==> config.mk <==
export PLATFORM = sky130hd
export DESIGN_NAME = mem_arbiter_flat
export DESIGN_NICKNAME = d
export VERILOG_FILES = /design/src/rtl/mem_arbiter_pkg.sv /design/src/rtl/mem_arbiter_if.sv /design/src/rtl/mem_arbiter_rr_pick.sv /design/src/rtl/mem_arbiter.sv /design/src/flat_wrapper.sv
export SDC_FILE = /design/constraint.sdc
export NUM_CORES = 1
export LEC_CHECK = 0
export BUFFER_PORTS_ARGS = -buffer_cell sky130_fd_sc_hd__buf_2
export CAP_MARGIN = 5
export CELL_PAD_IN_SITES_DETAIL_PLACEMENT = 1
export CELL_PAD_IN_SITES_GLOBAL_PLACEMENT = 2
export CORE_ASPECT_RATIO = 0.9
export CORE_MARGIN = 1
export CORE_UTILIZATION = 24
export CTS_CLUSTER_SIZE = 28
export DETAILED_ROUTE_END_ITERATION = 8
export PLACE_DENSITY_LB_ADDON = 0.1
export SYNTH_ARGS = -nofsm -noshare
export SYNTH_HDL_FRONTEND = slang
export SYNTH_SLANG_ARGS = --single-unit
==> constraint.sdc <==
create_clock -name clk -period 3.25 [get_ports clk]
set_input_delay 0.325 -clock clk [delete_from_list [all_inputs] [get_ports clk]]
set_output_delay 0.325 -clock clk [all_outputs]
set_load 0.05 [all_outputs]
==> src/rtl/mem_arbiter_pkg.sv <==
// mem_arb_types: shared types for the memory arbiter slice.
//   arb_state_t : IDLE / BUSY transaction state
//   arb_op_t    : latched downstream operation (read or write)
//   wrap_inc    : modulo-n increment used for the round-robin pointer
package mem_arb_types;

  typedef enum logic {IDLE = 1'b0, BUSY = 1'b1} arb_state_t;
  typedef enum logic {ARB_READ = 1'b0, ARB_WRITE = 1'b1} arb_op_t;

  function automatic int wrap_inc(input int v, input int n);
    return (v + 1 >= n) ? 0 : v + 1;
  endfunction

endpackage

==> src/rtl/mem_arbiter_if.sv <==
// mem_arbiter_if: bundles the upstream channel bus and the downstream
// memory port of mem_arbiter.
//   slave  : arbiter view (takes channel requests and mem_resp/mem_rdata,
//            drives ch_resp/ch_rdata and the mem_* request)
//   master : environment view (requesters + memory), the mirror image
// Per-channel fields are flat vectors; channel i lives at [i*W +: W].
interface mem_arbiter_if #(
  parameter int NUM_PORTS  = 2,
  parameter int ADDR_WIDTH = 32,
  parameter int DATA_WIDTH = 32
);
  localparam int BE_WIDTH = DATA_WIDTH / 8;

  logic [NUM_PORTS-1:0]            ch_read;
  logic [NUM_PORTS-1:0]            ch_write;
  logic [NUM_PORTS*BE_WIDTH-1:0]   ch_byte_enable;
  logic [NUM_PORTS*ADDR_WIDTH-1:0] ch_address;
  logic [NUM_PORTS*DATA_WIDTH-1:0] ch_wdata;
  logic [NUM_PORTS-1:0]            ch_resp;
  logic [DATA_WIDTH-1:0]           ch_rdata;

  logic                            mem_read;
  logic                            mem_write;
  logic [BE_WIDTH-1:0]             mem_byte_enable;
  logic [ADDR_WIDTH-1:0]           mem_address;
  logic [DATA_WIDTH-1:0]           mem_wdata;
  logic                            mem_resp;
  logic [DATA_WIDTH-1:0]           mem_rdata;

  modport slave (
    input  ch_read, ch_write, ch_byte_enable, ch_address, ch_wdata,
    input  mem_resp, mem_rdata,
    output ch_resp, ch_rdata,
    output mem_read, mem_write, mem_byte_enable, mem_address, mem_wdata
  );

  modport master (
    output ch_read, ch_write, ch_byte_enable, ch_address, ch_wdata,
    output mem_resp, mem_rdata,
    input  ch_resp, ch_rdata,
    input  mem_read, mem_write, mem_byte_enable, mem_address, mem_wdata
  );

endinterface

==> src/rtl/mem_arbiter_rr_pick.sv <==
// rr_pick: combinational round-robin picker.
//   req   : per-channel request vector
//   ptr   : highest-priority channel this round
//   valid : any request present
//   idx   : first requester at or after ptr, wrapping modulo NUM_PORTS
module rr_pick #(
  parameter int NUM_PORTS = 2
) (
  input  logic [NUM_PORTS-1:0]         req,
  input  logic [$clog2(NUM_PORTS)-1:0] ptr,
  output logic                         valid,
  output logic [$clog2(NUM_PORTS)-1:0] idx
);
  localparam int IDXW = $clog2(NUM_PORTS);

  logic [2*NUM_PORTS-1:0] dbl;
  logic [NUM_PORTS-1:0]   rot;
  logic [IDXW:0]          off;
  logic [IDXW:0]          sum;

  always_comb begin
    // Doubling the vector lets a plain right shift act as a rotation.
    dbl   = {req, req} >> ptr;
    rot   = dbl[NUM_PORTS-1:0];
    off   = '0;
    valid = 1'b0;
    // Descending scan so the lowest set bit wins.
    for (int i = NUM_PORTS - 1; i >= 0; i--) begin
      if (rot[i]) begin
        off   = (IDXW+1)'(i);
        valid = 1'b1;
      end
    end
    sum = {1'b0, ptr} + off;
    if (sum >= (IDXW+1)'(NUM_PORTS)) sum = sum - (IDXW+1)'(NUM_PORTS);
    idx = sum[IDXW-1:0];
  end

endmodule

==> src/rtl/mem_arbiter.sv <==
// mem_arbiter: round-robin N-channel arbiter onto one memory port, one
// transaction outstanding.
//   clk  : rising-edge clock
//   rst  : asynchronous active-low reset
//   bus  : mem_arbiter_if.slave (channel requests in, ch_resp/ch_rdata out,
//          mem_* request out, mem_resp/mem_rdata in)
// The winner's op/address/data/byte-enables are latched on grant so the
// downstream request stays stable even if the requester changes or drops
// its inputs. ch_resp and ch_rdata are combinational from mem_resp.
module mem_arbiter
  import mem_arb_types::*;
#(
  parameter int NUM_PORTS  = 2,
  parameter int ADDR_WIDTH = 32,
  parameter int DATA_WIDTH = 32
) (
  input logic          clk,
  input logic          rst,
  mem_arbiter_if.slave bus
);
  localparam int BE_WIDTH = DATA_WIDTH / 8;
  localparam int IDXW     = $clog2(NUM_PORTS);

  arb_state_t             state, state_nxt;
  arb_op_t                op;
  logic [IDXW-1:0]        rr_ptr, grant, pick_idx;
  logic                   pick_valid;
  logic [NUM_PORTS-1:0]   req;
  logic [ADDR_WIDTH-1:0]  lat_addr;
  logic [DATA_WIDTH-1:0]  lat_wdata;
  logic [BE_WIDTH-1:0]    lat_be;
  logic                   busy_rd, busy_wr;
  logic [NUM_PORTS-1:0]   resp_vec;

  assign req = bus.ch_read | bus.ch_write;

  rr_pick #(.NUM_PORTS(NUM_PORTS)) u_pick (
    .req   (req),
    .ptr   (rr_ptr),
    .valid (pick_valid),
    .idx   (pick_idx)
  );

  // State register
  always_ff @(posedge clk or negedge rst) begin
    if (!rst) state <= IDLE;
    else      state <= state_nxt;
  end

  // Next state
  always_comb begin
    state_nxt = state;
    case (state)
      IDLE: if (pick_valid)   state_nxt = BUSY;
      BUSY: if (bus.mem_resp) state_nxt = IDLE;
      default:                state_nxt = IDLE;
    endcase
  end

  // Grant capture and round-robin pointer update
  always_ff @(posedge clk or negedge rst) begin
    if (!rst) begin
      grant     <= '0;
      rr_ptr    <= '0;
      op        <= ARB_READ;
      lat_addr  <= '0;
      lat_wdata <= '0;
      lat_be    <= '0;
    end else if (state == IDLE && pick_valid) begin
      grant     <= pick_idx;
      // Read+write together is illegal; write wins.
      op        <= bus.ch_write[pick_idx] ? ARB_WRITE : ARB_READ;
      lat_addr  <= bus.ch_address[pick_idx*ADDR_WIDTH +: ADDR_WIDTH];
      lat_wdata <= bus.ch_wdata[pick_idx*DATA_WIDTH +: DATA_WIDTH];
      lat_be    <= bus.ch_byte_enable[pick_idx*BE_WIDTH +: BE_WIDTH];
    end else if (state == BUSY && bus.mem_resp) begin
      rr_ptr    <= IDXW'(wrap_inc(32'(grant), NUM_PORTS));
    end
  end

  // Outputs
  always_comb begin
    busy_rd  = 1'b0;
    busy_wr  = 1'b0;
    resp_vec = '0;
    if (state == BUSY) begin
      busy_rd = (op == ARB_READ);
      busy_wr = (op == ARB_WRITE);
      if (bus.mem_resp) resp_vec[grant] = 1'b1;
    end
  end

  assign bus.mem_read        = busy_rd;
  assign bus.mem_write       = busy_wr;
  assign bus.mem_address     = lat_addr;
  assign bus.mem_wdata       = lat_wdata;
  assign bus.mem_byte_enable = lat_be;
  assign bus.ch_resp         = resp_vec;
  assign bus.ch_rdata        = bus.mem_rdata;

  always @(posedge clk) begin
    if (rst) begin
      assert (!(|(bus.ch_read & bus.ch_write)));
      assert ($onehot0(resp_vec));
    end
  end

endmodule

==> src/flat_wrapper.sv <==
// flat-port wrapper written by rule: the top's interface ports become plain ports
module mem_arbiter_flat import mem_arb_types::*;
#(
  parameter int NUM_PORTS  = 2,
  parameter int ADDR_WIDTH = 32,
  parameter int DATA_WIDTH = 32
)
  (clk, rst, bus_ch_read, bus_ch_write, bus_ch_byte_enable, bus_ch_address, bus_ch_wdata, bus_mem_resp, bus_mem_rdata, bus_ch_resp, bus_ch_rdata, bus_mem_read, bus_mem_write, bus_mem_byte_enable, bus_mem_address, bus_mem_wdata);
  mem_arbiter_if #(.NUM_PORTS(NUM_PORTS), .ADDR_WIDTH(ADDR_WIDTH), .DATA_WIDTH(DATA_WIDTH)) bus_i ();
  input logic clk;
  input logic rst;
  input wire logic [$bits(bus_i.ch_read)-1:0] bus_ch_read;
  input wire logic [$bits(bus_i.ch_write)-1:0] bus_ch_write;
  input wire logic [$bits(bus_i.ch_byte_enable)-1:0] bus_ch_byte_enable;
  input wire logic [$bits(bus_i.ch_address)-1:0] bus_ch_address;
  input wire logic [$bits(bus_i.ch_wdata)-1:0] bus_ch_wdata;
  input wire logic [$bits(bus_i.mem_resp)-1:0] bus_mem_resp;
  input wire logic [$bits(bus_i.mem_rdata)-1:0] bus_mem_rdata;
  output wire logic [$bits(bus_i.ch_resp)-1:0] bus_ch_resp;
  output wire logic [$bits(bus_i.ch_rdata)-1:0] bus_ch_rdata;
  output wire logic [$bits(bus_i.mem_read)-1:0] bus_mem_read;
  output wire logic [$bits(bus_i.mem_write)-1:0] bus_mem_write;
  output wire logic [$bits(bus_i.mem_byte_enable)-1:0] bus_mem_byte_enable;
  output wire logic [$bits(bus_i.mem_address)-1:0] bus_mem_address;
  output wire logic [$bits(bus_i.mem_wdata)-1:0] bus_mem_wdata;
  assign bus_i.ch_read = bus_ch_read;
  assign bus_i.ch_write = bus_ch_write;
  assign bus_i.ch_byte_enable = bus_ch_byte_enable;
  assign bus_i.ch_address = bus_ch_address;
  assign bus_i.ch_wdata = bus_ch_wdata;
  assign bus_i.mem_resp = bus_mem_resp;
  assign bus_i.mem_rdata = bus_mem_rdata;
  assign bus_ch_resp = bus_i.ch_resp;
  assign bus_ch_rdata = bus_i.ch_rdata;
  assign bus_mem_read = bus_i.mem_read;
  assign bus_mem_write = bus_i.mem_write;
  assign bus_mem_byte_enable = bus_i.mem_byte_enable;
  assign bus_mem_address = bus_i.mem_address;
  assign bus_mem_wdata = bus_i.mem_wdata;
  mem_arbiter #(.NUM_PORTS(NUM_PORTS), .ADDR_WIDTH(ADDR_WIDTH), .DATA_WIDTH(DATA_WIDTH)) u_core (.clk(clk), .rst(rst), .bus(bus_i));
endmodule
==> out/results.txt, run 1 <==
status: finished clean
layout cells sized above 1: 63.58%
Mapped Area: 3672 µm²
Setup TNS: 0 ns
post-route cell area: 4943 µm²
Worst Skew: 0.002025 ns
Power Density: 808.0 nW/µm²
RSZ-0062 raised after global routing: no
Clk Latency, worst-skew pair: 0.33 ns
DR DRC count: 0
hold slack: 0.1458 ns
Die Span Y: 119.4 µm
Tot GR Track Use: 16.21%
DR WL/cell: 19.03 µm
CTS root buf: clkbuf_16
Starting Density: 24.78%
Area Growth Syn to Fin: 34.62%
CTS tree: done
most common cell after layout, fill and taps aside: buf_2
Crit path required time: 2.92 ns
# rows: 42
Worst-Margin Slew: 0.9767 ns
setup slack, reg-to-reg: 1.09 ns
placed cells: 646
FF-to-FF path depth: 4
CP peak stage delay: 0.80 ns
PortBufs: 214
routability cong.: 0.7190
Mapped Avg Cell Area: 12.66 µm²
CTS H-tree lvls: 3
# diodes: 0
placed inst area: 4624 µm²
setup bufs post-CTS: 0
Critical Path Fanout Max: 39
count of buffer and inverter cells on the critical path: 2
Die Width: 132.4 µm
Yosys reg bits: 72
Slew Limit Fails: 0
pre-CTS WS: 1.039 ns
crit end category: primary output
vias: 3,237
global-route wire length before repair: 19.71 mm
critical path type: reg -> out
Cells after Synth: 290
crit path time final: 2.454 ns
Worst VDD drop: 0.0002435 V
overall power: 3.994 mW
Final Non-Filler Cells: 662
CP cell instances: buf_4, and2_1, buf_2
total CTS buffers: 9
total routed wirelength: 12.60 mm
largest cells by area after synthesis: dfrtp_1 (49%), o221a_2 (17%), o21bai_1 (14%)
R2R Path Start: u_core.state
post-CTS sizing: 0
clock slew at reported path FFs: 0.06 ns
Finish-stage setup viols: 0
core area: 14,820 µm²
Slowest-stage cell, CP: dfrtp_2
startpoint types: register
Final Hold Viols: 0
Die ar.: 15,800 µm²
DRT antenna net count: 0
commonest non-fill, non-tap cells in the layout: buf_2 (213), dfrtp_1 (71), o21bai_1 (68), o221a_2 (56), o221a_1 (12)
leading area contributor after synthesis: dfrtp_1
Max-Cap Viols: 0
Seq/Total Area, Yosys: 49.06%
gr ovfl total: 0
Hold Buf Count CTS: 0
Fmax: 407.5 MHz
Leak: 2.295 nW
largest net degree at the start of global routing: 73
Nets: 634
vias in the first global route: 3,516
reg2reg end: u_core.bus.mem_wdata[14]
Critical Path AT: 2.13 ns
clock buffer depth: 2
initial antenna violation count: 0
Synth Warn #: 0
drt pass-1 iters: 4
worst setup margin: 0.7961 ns
# IOs: 279
via density per instance: 4.890
Slew HR: 34.88%
Netlist cell types: 23
clock sinks: 72
CP top delay family: flip-flops
post-synth top area share: 49.06%
crit share post-route: 75.50%
Layout Utilization: 33.36%
Initial DRC Count: 130
worst hold path class: in -> async
hpwl dp: 8.744 mm
syn nets: 465
cells by family (layout without fill, tap and decap cells):
logic type / count (synthesis) / count (layout) / share of synthesized area, %
flops: 72 / 72 / 49.06
buf+inv: 62 / 236 / 12.13
compound gates: 145 / 145 / 36.90
simple gates: 11 / 11 / 1.908
routing by layer:
metal	part of all wire, %	global-route usage (%)	vias up	wire length [µm]
li1	-	-	1453	-
met5	0	0	-	0
met3	9.3	6.301	37	1170
met4	2.1	6.681	0	262
met2	46	25.43	151	5780
met1	43	19.82	1596	5386
cells in the mapped netlist (all sizes together):
cell    instances
nand2           3
o211ai          1
o221ai          1
buf            58
nor4            1
o221a          68
and3            1
nor3b           1
inv             1
o21bai         68
o21ai           3
a21oi           2
and2            1
dfrtp          72
nor2            4
clkbuf          3
o31ai           1
a21boi          1
layout make-up:
type | count | area (µm²)
multi-input cells | 156 | 1434
repair buffers | 219 | 1136
inverters | 1 | 3.754
flip-flops and latches | 72 | 1803
clock inverters | 2 | 35.03
clock buffers | 14 | 284.0
fillers | 1720 | 9876
well taps | 198 | 247.7
sequential cells by signal, summed over array words and instances (netlist names):
name and flops:
u_core.op 1, u_core.state 1, u_core.bus.mem_wdata 32, u_core.grant 1, u_core.rr_ptr 1, u_core.bus.mem_address 32, u_core.bus.mem_byte_enable 4
worst max path at each step:
| stage | cells after the start | startpoint | end | slack [ns] |
|---|---|---|---|---|
| finish | 3 | u_core.state | bus_mem_write | 0.80 |
| global route | 3 | u_core.state | bus_mem_write | 0.60 |
| CTS | 3 | u_core.state | bus_mem_write | 0.72 |
| detailed placement | 4 | u_core.state | u_core.bus.mem_wdata[16] | 1.04 |
| global placement | 4 | u_core.state | u_core.bus.mem_wdata[9] | 1.11 |
| floorplan | 4 | u_core.state | bus_ch_resp[0] | 1.51 |
report_power, final:
part	total [mW]	internal [mW]	leakage, nW	switching [mW]
Clock	1.05	0.677	0.159	0.377
Sequential	1.26	1.12	0.786	0.136
Combinational	1.68	0.538	1.35	1.15
Total	3.99	2.34	2.30	1.66
No activity file was read; power rests on OpenSTA's default activity.
==> run 2, diff against run 1 <==
--- a/config.mk
+++ b/config.mk
@@ -11,7 +11,7 @@
 export CELL_PAD_IN_SITES_GLOBAL_PLACEMENT = 2
 export CORE_ASPECT_RATIO = 0.9
 export CORE_MARGIN = 1
-export CORE_UTILIZATION = 24
+export CORE_UTILIZATION = 23
 export CTS_CLUSTER_SIZE = 28
 export DETAILED_ROUTE_END_ITERATION = 8
 export PLACE_DENSITY_LB_ADDON = 0.1
==> constraint.sdc (replaced) <==
create_clock -name clk -period 2.3 [get_ports clk]
set_input_delay 0.23 -clock clk [delete_from_list [all_inputs] [get_ports clk]]
set_output_delay 0.23 -clock clk [all_outputs]
set_load 0.05 [all_outputs]
==> run 2 against run 1 <==
  * Cell area is the same
  * Largest power group unchanged
  * Via count fell by 2.2%
  * Critical endpoint is now bus_ch_resp[0]
  * Die area increased by 4.3%
  * Non-clock buffer count grew 5
  * Cell count rose by 1.1%
  * Combinational power rose by 43%
  * Critical path depth up 1
  * Sequential share of layout area did not move
  * Sequential cell count stayed put
  * Largest cell class unchanged
==> out/results.txt, run 2 (synthesis results as in run 1) <==
status: finished clean
global-route wire length before repair: 19.49 mm
Die ar.: 16,480 µm²
Critical Path AT: 1.57 ns
Setup TNS: 0 ns
Hold Path Cell Cnt: 2
overall power: 5.471 mW
Sw Pwr: 2.316 mW
via density per instance: 4.732
crit share post-route: 78.28%
clock sinks: 72
layout cells sized above 1: 63.38%
Die Width: 135.2 µm
Finish-stage setup viols: 0
vias: 3,166
core area: 15,490 µm²
Final Hold Viols: 0
Power Density: 1107 nW/µm²
commonest non-fill, non-tap cells in the layout: buf_2 (213), dfrtp_1 (71), o21bai_1 (68), o221a_2 (56), o221a_1 (12)
Max-Cap Viols: 0
gr ovfl total: 0
# IOs: 279
CTS H-tree lvls: 3
Starting Density: 23.70%
RSZ-0062 raised after global routing: no
Leak: 2.292 nW
crit path time final: 1.800 ns
crit end category: primary output
vias in the first global route: 3,495
reg2reg end: u_core.bus.mem_wdata[31]
routability cong.: 0.7141
Pint: 3.156 mW
hpwl dp: 8.385 mm
FF-to-FF path depth: 4
clock slew at reported path FFs: 0.05 ns
Worst Skew: 0.003741 ns
Crit path required time: 2.07 ns
Hold Crit Start: bus_ch_byte_enable[4]
placed cells: 654
largest net degree at the start of global routing: 76
initial antenna violation count: 0
R2R Path Start: u_core.state
Initial DRC Count: 119
combinational power share: 44.1%
CTS tree: done
DR WL/cell: 18.75 µm
Worst Hold End: u_core.bus.mem_byte_enable[0]
Tot GR Track Use: 15.63%
Area Growth Syn to Fin: 34.62%
Die Span Y: 121.9 µm
Final Non-Filler Cells: 669
Clk Latency, worst-skew pair: 0.34 ns
Nets: 639
Worst-Margin Slew: 0.5088 ns
worst hold path class: in -> reg
part of the power in registers: 31.8%
startpoint types: register
CTS root buf: clkbuf_16
total routed wirelength: 12.55 mm
# rows: 43
drt pass-1 iters: 4
DR DRC count: 0
DRT antenna net count: 0
PortBufs: 214
clock buffer depth: 2
Worst VDD drop: 0.0003787 V
Slew Limit Fails: 0
Fmax: 555.5 MHz
total CTS buffers: 9
setup slack, reg-to-reg: 0.80 ns
critical path type: reg -> out
# diodes: 0
Critical Path Fanout Max: 75
Switching Fraction: 42.33%
clock share of power: 24.1%
Slew HR: 66.08%
most common cell after layout, fill and taps aside: buf_2
==> run 2: cell types whose count changed in the layout (fill, tap and decap cells not counted) <==
| cell | previous run | this run |
|---|---|---|
| bufinv_16 | 1 | 0 |
| clkbuf_1 | 1 | 2 |
| buf_4 | 4 | 8 |
| clkbuf_8 | 4 | 3 |
| clkinv_2 | 1 | 0 |
| dlygate4sd3_1 | 0 | 1 |
==> run 2: layer usage <==
layer	routed length, µm	global-route usage, %	up-vias	share of wire, %
met5	0	0	-	0
met4	87	3.371	0	0.69
met3	1117	6.201	7	8.9
met2	5762	24.81	136	46
met1	5576	19.92	1564	44
li1	-	-	1459	-
==> run 2: final cells by class <==
class	instances	area, µm²
inverter	1	3.754
sequential	72	1803
clock buffer	14	274.0
tap	202	252.7
multi-input combinational	156	1434
fill	1761	10550
timing repair buffer	224	1176
==> run 2: power by group through the flow <==
stage	combinational, mW	clock, mW	sequential [mW]
2_1_floorplan	0.851	0	2.82
3_3_place_gp	2.43	0	1.75
3_5_place_dp	2.44	0	1.75
4_1_cts	2.44	1.38	1.75
5_1_grt	2.55	1.42	1.79
6_report	2.41	1.32	1.74
==> run 2: timing repair <==
| action | in CTS | in global routing |
|---|---|---|
| hold endpoints to repair | 27 | 0 |
| gates resized for setup | 0 | 0 |
| endpoints found under the setup margin | 0 | 0 |
| setup buffers | 0 | 0 |
| hold buffers | 1 | 0 |
==> run 2: stage by stage <==
stage	utilization (%)	hold slack (ns)	worst slack [ns]	area, µm²
after floorplan	-	-0.06559	0.6546	3672
after global placement	30.07	0.2050	0.7553	4659
after detailed placement	30.07	0.2058	0.7360	4659
after CTS	31.90	0.1436	0.4309	4943
after global routing	31.90	0.1443	0.3424	4943
final	31.90	0.1588	0.4997	4943
==> run 2: worst max path at each step <==
stage	to	cells after the start	slack, ns	from
final	bus_ch_resp[0]	4	0.50	u_core.state
after global routing	bus_ch_resp[0]	4	0.34	u_core.state
after CTS	bus_ch_resp[0]	4	0.43	u_core.state
after detailed placement	u_core.bus.mem_address[3]	5	0.74	bus_ch_write[1]
after global placement	u_core.bus.mem_address[12]	5	0.76	bus_ch_write[1]
after floorplan	bus_ch_resp[0]	4	0.65	u_core.state
==> run 2: critical path, stage by stage, from the launching register on <==
cell	delay, ns
dfrtp_2	0.38
buf_12	0.32
nand2_1	0.12
nor2_1	0.13
buf_2	0.28
==> run 3, diff against run 2 <==
--- a/config.mk
+++ b/config.mk
@@ -5,13 +5,14 @@
 export SDC_FILE = /design/constraint.sdc
 export NUM_CORES = 1
 export LEC_CHECK = 0
+export ABC_AREA = 1
 export BUFFER_PORTS_ARGS = -buffer_cell sky130_fd_sc_hd__buf_2
 export CAP_MARGIN = 5
 export CELL_PAD_IN_SITES_DETAIL_PLACEMENT = 1
 export CELL_PAD_IN_SITES_GLOBAL_PLACEMENT = 2
 export CORE_ASPECT_RATIO = 0.9
 export CORE_MARGIN = 1
-export CORE_UTILIZATION = 23
+export CORE_UTILIZATION = 21
 export CTS_CLUSTER_SIZE = 28
 export DETAILED_ROUTE_END_ITERATION = 8
 export PLACE_DENSITY_LB_ADDON = 0.1
==> constraint.sdc (replaced) <==
create_clock -name clk -period 1.9 [get_ports clk]
set_input_delay 0.19 -clock clk [delete_from_list [all_inputs] [get_ports clk]]
set_output_delay 0.19 -clock clk [all_outputs]
set_load 0.05 [all_outputs]
==> run 3 against run 2 <==
  * Hold slack worse by 0.088 ns
  * Cell count up 61%
  * Non-clock buffer count up 7
  * Sequential cell count unchanged
  * Sequential share of layout area down 5.2 points
  * Count of clock-buffer cells in the layout down 1
  * Critical path type unchanged
  * Critical endpoint unchanged
  * Largest cell class unchanged
  * Largest power group unchanged
  * Highest routed layer is now met5
==> out/results.txt, run 3 <==
status: finished clean
clock sinks: 72
post-CTS sizing: 0
Leak: 3.639 nW
CTS root buf: clkbuf_16
RSZ-0062 raised after global routing: no
EDFF count, synth: 0
pre-CTS WS: 0.3153 ns
Clk Latency, worst-skew pair: 0.34 ns
Die ar.: 21,190 µm²
post-synth top area share: 41.62%
most common cell after layout, fill and taps aside: buf_2
vias: 4,474
post-route cell area: 5768 µm²
DRT antenna net count: 0
drt pass-1 iters: 4
Finish-stage setup viols: 0
main flop type after synthesis: dfrtp_1
layout cells sized above 1: 30.61%
Mapped Area: 4329 µm²
Synth Warn #: 0
Critical Path Fanout Max: 4
Post-synth top cells: nand2_1 (210), inv_1 (139), nand3_1 (139)
total routed wirelength: 16.19 mm
setup bufs post-CTS: 0
Nets: 990
Worst-Margin Slew: 0.5293 ns
crit end category: primary output
Area Growth Syn to Fin: 33.24%
fillers: 2,609
gr ovfl total: 0
worst setup margin: 0.4317 ns
critical path type: reg -> out
clock buffer depth: 2
Seq/Total Area, Yosys: 41.62%
Final Non-Filler Cells: 1,076
Critical Path AT: 1.28 ns
Die Span Y: 138.2 µm
leading area contributor after synthesis: dfrtp_1
initial antenna violation count: 2
Cells after Synth: 640
Power Density: 1913 nW/µm²
Mapped Avg Cell Area: 6.764 µm²
Slew HR: 64.71%
Die Width: 153.3 µm
Setup TNS: 0 ns
Slew Limit Fails: 0
Worst VDD drop: 0.0007032 V
core area: 20,110 µm²
Netlist cell types: 17
Tot GR Track Use: 15.74%
global-route wire length before repair: 26.13 mm
Starting Density: 21.53%
Yosys reg bits: 72
Final Hold Viols: 0
Max-Cap Viols: 0
startpoint types: register
syn nets: 815
routability cong.: 0.7229
placed inst area: 5470 µm²
CTS H-tree lvls: 3
CTS tree: done
clock slew at reported path FFs: 0.05 ns
via density per instance: 4.158
DR WL/cell: 15.04 µm
DR DRC count: 0
crit path time final: 1.468 ns
# rows: 49
largest cells by area after synthesis: dfrtp_1 (42%), nand2_1 (18%), nand3_1 (16%)
worst hold path class: in -> reg
commonest non-fill, non-tap cells in the layout: buf_2 (213), nand2_1 (210), inv_1 (139), nand3_1 (139), dfrtp_1 (72)
hpwl dp: 11.56 mm
largest net degree at the start of global routing: 46
total CTS buffers: 9
crit share post-route: 77.28%
Fmax: 681.1 MHz
fraction of registers with async set/reset: 100.0%
PortBufs: 214
Crit path required time: 1.71 ns
Hold Buf Count CTS: 1
Worst Skew: 0.006610 ns
most common cell in the netlist: nand2_1
vias in the first global route: 4,862
Initial DRC Count: 118
placed cells: 1,058
# IOs: 279
==> run 3: changes by cell type in the layout (fill, tap and decap cells not counted), moves of 2 or more <==
cell	delta
nand3_1	+139
o221a_1	-12
nand2_2	+2
nand2_1	+207
clkinv_2	+3
o21bai_1	-68
a21oi_1	-2
o221a_2	-56
buf_4	+4
buf_12	+3
inv_1	+138
==> run 3: area by class of cell <==
cell class,count,area [µm²],area share (%)
Inverter,140,525.5,9.111
Sequential cell,72,1802,31.24
Clock buffer,13,270.3,4.685
Multi-Input combinational cell,361,1568,27.18
Clock inverter,3,15.01,0.2603
Timing Repair Buffer,231,1266,21.95
Antenna cell,1,2.502,0.04338
Tap cell,255,319.1,5.531
==> run 3: final timing paths <==
path	cells past startpoint	startpoint	slack (ns)	end
setup / recovery	3	u_core.state	0.43	bus_ch_resp[0]
hold / removal	2	bus_mem_resp	0.07	u_core.state
setup reg to reg	6	u_core.rr_ptr	0.54	u_core.bus.mem_wdata[23]
hold reg to reg	2	u_core.bus.mem_address[12]	0.47	u_core.bus.mem_address[12]
max in group asynchronous	3	rst	0.91	u_core.bus.mem_address[7]
min in group asynchronous	2	rst	0.36	u_core.bus.mem_wdata[28]
==> run 3: logic make-up (layout without fill, tap and decap cells) <==
family,Yosys count,count (layout),synth area share [%]
and+or+nand+nor,356,356,35.06
DFF,72,72,41.62
other,0,1,0
AOI/OAI and AO/OA,5,5,1.156
buffers and inverters,207,387,22.17
==> run 3: stage by stage <==
stage / util (%) / power, mW / hold slack [ns]
detailed placement: 27.20 / 9.538 / 0.2099
CTS: 28.67 / 11.28 / 0.05905
floorplan: - / 7.683 / -0.1056
global route: 28.67 / 11.84 / 0.09003
finish: 28.68 / 11.04 / 0.07070
global placement: 27.20 / 9.456 / 0.2105
==> run 3: power breakdown <==
group          switching, mW  leakage [nW]  total [mW]  internal (mW)
Combinational           5.01          2.63        6.60           1.59
Sequential             0.456         0.868        2.78           2.33
Clock                  0.668         0.145        1.65          0.986
Total                   6.13          3.64        11.0           4.90
==> run 3: critical path, cell delays in order, from the launching register on <==
cell and delay (ns):
dfrtp_1 0.43, nand2_1 0.13, nor2_1 0.10, buf_2 0.28
==> run 3: per-layer routing <==
layer | share of wire [%] | GRT usage (%) | vias to the layer above
met3 | 7.9 | 6.207 | 24
li1 | - | - | 2215
met5 | 0.11 | 0 | -
met2 | 46 | 25.71 | 147
met1 | 45 | 19.33 | 2086
met4 | 1.2 | 3.895 | 2
